<file path="config.mk">
export PLATFORM = sky130hd
export DESIGN_NAME = f_pc_npc
export DESIGN_NICKNAME = d
export VERILOG_FILES = /design/src/rtl/f_pc_npc_pkg.sv /design/src/rtl/f_npc_calc.sv /design/src/rtl/f_pc_npc.sv
export SDC_FILE = /design/constraint.sdc
export NUM_CORES = 1
export LEC_CHECK = 0
export CORE_MARGIN = 4
export CORE_UTILIZATION = 25
export CTS_BUF_LIST = sky130_fd_sc_hd__clkbuf_16
export CTS_CLUSTER_DIAMETER = 120
export CTS_CLUSTER_SIZE = 12
export DETAILED_ROUTE_END_ITERATION = 16
export GPL_TIMING_DRIVEN = 0
export SYNTH_ARGS = -nofsm -noshare
export SYNTH_HDL_FRONTEND = slang
export SYNTH_SLANG_ARGS = --single-unit
</file>
<file path="constraint.sdc">
create_clock -name clk -period 6.2 [get_ports clk]
set_input_delay 0.93 -clock clk [delete_from_list [all_inputs] [get_ports clk]]
set_output_delay 0.93 -clock clk [all_outputs]
set_load 0.1 [all_outputs]
</file>
<file path="src/rtl/f_pc_npc_pkg.sv">
// Shared fetch-stage constants: next-PC select encodings and the instruction
// memory address map, also consumed by CP0 and the D-stage control unit.
package f_pc_npc_pkg;

    localparam logic [2:0] NPC_PC4 = 3'd0;
    localparam logic [2:0] NPC_B   = 3'd1;
    localparam logic [2:0] NPC_J   = 3'd2;
    localparam logic [2:0] NPC_JR  = 3'd3;

    localparam logic [31:0] PC_RESET  = 32'h0000_3000;
    localparam logic [31:0] EXC_ENTRY = 32'h0000_4180;
    localparam logic [31:0] IM_BASE   = 32'h0000_3000;
    localparam logic [31:0] IM_END    = 32'h0000_6ffc;

endpackage

</file>
<file path="src/rtl/f_npc_calc.sv">
// Combinational next-PC target mux for branch, jump, jump-register and
// sequential fetch. Exception/eret redirects are handled by the caller.
module f_npc_calc
    import f_pc_npc_pkg::*;
(
    input  logic [2:0]  op,
    input  logic        cmp,
    input  logic [31:0] f_pc,
    input  logic [31:0] d_pc,
    input  logic [25:0] d_imm26,
    input  logic [31:0] d_rs_data,
    output logic [31:0] npc
);

    logic [31:0] pc4;
    logic [31:0] branch_target;
    logic [31:0] jump_target;

    // Targets are relative to D_PC so the delay-slot instruction always runs.
    assign pc4           = f_pc + 32'd4;
    assign branch_target = d_pc + 32'd4 + {{14{d_imm26[15]}}, d_imm26[15:0], 2'b00};
    assign jump_target   = {d_pc[31:28], d_imm26, 2'b00};

    always_comb begin
        npc = pc4;
        case (op)
            NPC_B:   npc = cmp ? branch_target : pc4;
            NPC_J:   npc = jump_target;
            NPC_JR:  npc = d_rs_data;
            default: npc = pc4;
        endcase
    end

endmodule

</file>
<file path="src/rtl/f_pc_npc.sv">
// F-stage PC register with redirect priority (reset > req > stall > eret >
// D-stage target), fetch address error detection and delay-slot flag.
module f_pc_npc
    import f_pc_npc_pkg::*;
(
    input  logic        clk,
    input  logic        reset,
    input  logic        stall,
    input  logic        req,
    input  logic        eret,
    input  logic [31:0] EPC,
    input  logic [2:0]  CU_NPC_op,
    input  logic        D_CMP_out,
    input  logic [31:0] D_PC,
    input  logic [25:0] D_imm26,
    input  logic [31:0] D_rs_Data,
    output logic [31:0] F_PC,
    output logic        F_ExcAdEL,
    output logic        F_BD
);

    logic [31:0] pc;
    logic [31:0] npc_target;

    f_npc_calc u_calc (
        .op        (CU_NPC_op),
        .cmp       (D_CMP_out),
        .f_pc      (pc),
        .d_pc      (D_PC),
        .d_imm26   (D_imm26),
        .d_rs_data (D_rs_Data),
        .npc       (npc_target)
    );

    // Exception entry must not be lost to a hazard freeze, so req beats stall.
    always_ff @(posedge clk) begin
        if (reset) begin
            pc <= PC_RESET;
        end else if (req) begin
            pc <= EXC_ENTRY;
        end else if (!stall) begin
            pc <= eret ? EPC : npc_target;
        end
    end

    assign F_PC      = pc;
    assign F_ExcAdEL = (pc[1:0] != 2'b00) || (pc < IM_BASE) || (pc > IM_END);
    // Raw decode of the op: a not-taken branch still marks its slot.
    assign F_BD      = !reset && (CU_NPC_op != NPC_PC4);

endmodule

</file>
==> impl_metrics.py <==
metrics = {
    "synthesis": {
        "avgSynthCellArea_um2": 6.902,
        "synth_edf_count": 0,
        "ys_types": 77,
        "seq_area_frac_synth_pct": 11.78,
        "ys_ff_latch": 32,
        "synthFlopType": "dfxtp_1",
        "synthesis.instances": 788,
        "ys_warn_count": 0,
        "synth_async_sr_flop_share_pct": 0,
        "synthesis.area_um2": 5439,
        "synth.net_count": 978,
    },
    "power_and_ir_drop": {
        "pwr-share-clk_pct": 22.0,
        "total_power_w": 0.001096,
        "leakagePower_nw": 2.892,
        "pwr-share-seq_pct": 21.4,
        "swShare_pct": 45.35,
        "internal_power_w": 0.0005991,
        "p_comb_share_pct": 56.6,
        "power_density_nw_per_um2": 145.6,
        "power_switching_w": 0.0004972,
        "vdd.ir_drop.worst_uv": 86.82,
    },
    "finish": {
        "stdcell_area_um2": 7531,
        "n_fill_cell": 2299,
        "largest_reg_flops": 30,
        "layout-drive-gt1-share_pct": 3.030,
        "diodes": 0,
        "area_growth_pct": 38.46,
        "nets": 1146,
    },
    "clock_network": {
        "cts.reportedPaths.clkPinSlew_ns": 0.05,
        "htreeDepth": 2,
        "post_cts_resized": 0,
        "cts_setup_buffers": 0,
        "cts_hold_buf": 0,
        "cts.sinks": 32,
        "numCtsBuffers": 5,
        "clock_latency_ns": 0.28,
        "cts_tree": "yes",
        "clk_path_buf_depth": 2,
        "cts-root-buf": "clkbuf_16",
    },
    "route": {
        "drc": 0,
        "drt_iter0_drc": 697,
        "dr_total_vias": 6936,
        "postRouteAntennaNets": 0,
        "viasPerCell": 5.630,
        "detail_route.first_pass.iterations": 5,
        "drt_wl_total_um": 26880,
        "detail_route.wl_per_cell_um": 21.81,
    },
    "timing": {
        "rsz0062_at_grt": "false",
        "max_slew.worst_pin.slew_ns": 1.067,
        "setup_viol": 0,
        "min_period_ns": 5.699,
        "finClkSkew_ns": 0.006346,
        "slew_viol_final": 0,
        "max_freq_ghz": 0.1755,
        "fin_setup_tns_ns": 0,
        "slew_headroom_pct": 28.62,
        "finalHoldViolCount": 0,
        "period_share_pct": 91.91,
    },
    "setup_path": {
        "r2r_cells": 8,
        "arrival_ns": 4.77,
        "worstPathMaxFanout": 10,
        "end_kind": "output port",
        "cp_slowest_cell": "clkdlybuf4s50_1",
        "path_cells": "clkdlybuf4s50_1, clkbuf_1, clkbuf_1, buf_1, nor3_1, nor2_1, clkdlybuf4s50_1",
        "critPathTopFamily": "buffers and inverters",
        "slowest_delay_ns": 1.15,
        "cp.required_ns": 5.27,
        "crit_type": "input pin to output port",
        "critical_path_depth": 7,
        "startpoint_type": "input pin",
        "cp_num_buf_inv": 5,
    },
    "grt": {
        "grt_remaining_overflow": 0,
        "grt_pass1_wl_um": 39600,
        "antenna_found_initial": 0,
        "grtUsageTotal_pct": 21.06,
        "grt_pass1_vias": 6681,
        "grt_max_degree": 17,
    },
    "floorplan": {
        "initial_utilization_pct": 25.63,
        "rows": 53,
        "io_pins": 165,
        "die_h_um": 155.5,
        "core_area_um2": 21220,
        "die_area_um2": 24180,
        "fp.dieW_um": 155.5,
    },
    "placement": {
        "placed_area_um2": 7395,
        "place.gp.congestion": 0.9490,
        "port_buffers": 161,
        "hpwlAfterDp_um": 21500,
    },
    "flow_run": {
        "max_cap_violations": 0,
    },
    "hold_path": {
        "holdCritPathClass": "flip-flop to flip-flop",
        "hold_depth": 2,
    },
    "run_status": {
        "run_status": "finished clean",
    },
}
[worst register-to-register path, delay by kind of cell, from the launching register on]
kind | cells | cell delay, ns
AOI/OAI and AO/OA | 4 | 0.90
adders and majority gates | 1 | 0.29
DFF | 1 | 0.45
and+or+nand+nor | 3 | 1.23
[power by group through the flow]
stage | combinational [W] | sequential, W | clock (W)
final | 0.000620 | 0.000235 | 0.000241
after detailed placement | 0.000610 | 0.000239 | 0
after CTS | 0.000614 | 0.000234 | 0.000244
after global routing | 0.000669 | 0.000236 | 0.000250
after global placement | 0.000609 | 0.000239 | 0
after floorplan | 0.000311 | 0.000306 | 0
[cell usage in the layout, fill, tap and decap left out, types with 9 or more instances in the layout]
master	n
a211oi_1	15
a21o_1	14
a21oi_1	91
a31oi_1	11
and3_1	12
and4_1	9
clkbuf_1	45
clkdlybuf4s50_1	161
dfxtp_1	32
ha_1	58
inv_1	33
nand2_1	76
nand3_1	28
nand4_1	14
nor2_1	49
nor3_1	15
nor4_1	15
o211ai_1	12
o21a_1	11
o21ai_0	62
o22ai_1	9
or3_1	10
xnor2_1	23
xor2_1	16
[stage by stage]
step	std cells	hold slack [ns]	utilization, %	setup WS, ns
global route	1232	0.6109	35.49	0.4116
detailed placement	1224	0.5373	34.85	0.5640
global placement	1224	0.5345	34.85	0.5615
CTS	1232	0.5453	35.49	0.5607
floorplan	788	0.9231	-	2.108
finish	1232	0.5506	35.49	0.5014
[cell type report]
| cell class | instances | area [um^2] | share of cell area [%] |
|---|---|---|---|
| multi-input combinational | 671 | 4466 | 59.30 |
| timing repair buffer | 161 | 1612 | 21.40 |
| sequential | 32 | 640.6 | 8.506 |
| tap | 275 | 344.1 | 4.569 |
| buffer | 53 | 212.7 | 2.824 |
| clock buffer | 5 | 125.1 | 1.661 |
| inverter | 32 | 120.1 | 1.595 |
| clock inverter | 3 | 11.26 | 0.1495 |
[cell families (layout without fill, tap and decap cells)]
group / count (synthesis) / count (layout) / share of synthesized area (%)
xor gates and xnor gates: 39 / 39 / 6.280
buffers and inverters: 85 / 254 / 6.119
AOI/OAI and AO/OA: 296 / 296 / 35.04
and+or+nand+nor: 268 / 268 / 25.40
muxes: 9 / 9 / 1.679
DFF: 32 / 32 / 11.78
adders and majority gates: 59 / 59 / 13.71
[worst paths after layout]
| path | startpoint | endpoint | slack, ns |
|---|---|---|---|
| worst max-delay path | CU_NPC_op[0] | F_BD | 0.50 |
| worst min-delay path | F_PC[3]$_SDFFE_PP0N_ | F_PC[3]$_SDFFE_PP0N_ | 0.55 |
| worst max register to register | F_PC[2]$_SDFFE_PP0N_ | F_PC[24]$_SDFFE_PP0N_ | 3.28 |
| worst min register to register | F_PC[3]$_SDFFE_PP0N_ | F_PC[3]$_SDFFE_PP0N_ | 0.55 |
[per-layer routing]
metal | global-route usage [%] | wire, um
met5 | 0 | 0
met4 | 5.919 | 711
met3 | 4.506 | 2487
met2 | 32.87 | 11750
met1 | 29.34 | 11930
[cell usage after synthesis (15+ instances only)]
cell / instances / area share (%)
nand2_1: 76 / 5.2
nor3_1: 15 / 1.4
o21ai_0: 62 / 5.7
xor2_1: 16 / 2.6
ha_1: 58 / 13
dfxtp_1: 32 / 12
inv_1: 31 / 2.1
xnor2_1: 23 / 3.7
a211oi_1: 15 / 2.1
nor2_1: 49 / 3.4
nor4_1: 15 / 1.7
nand3_1: 28 / 2.6
clkbuf_1: 45 / 3.1
a21oi_1: 91 / 8.4
Note: power is estimated with default switching activity, not from simulation.
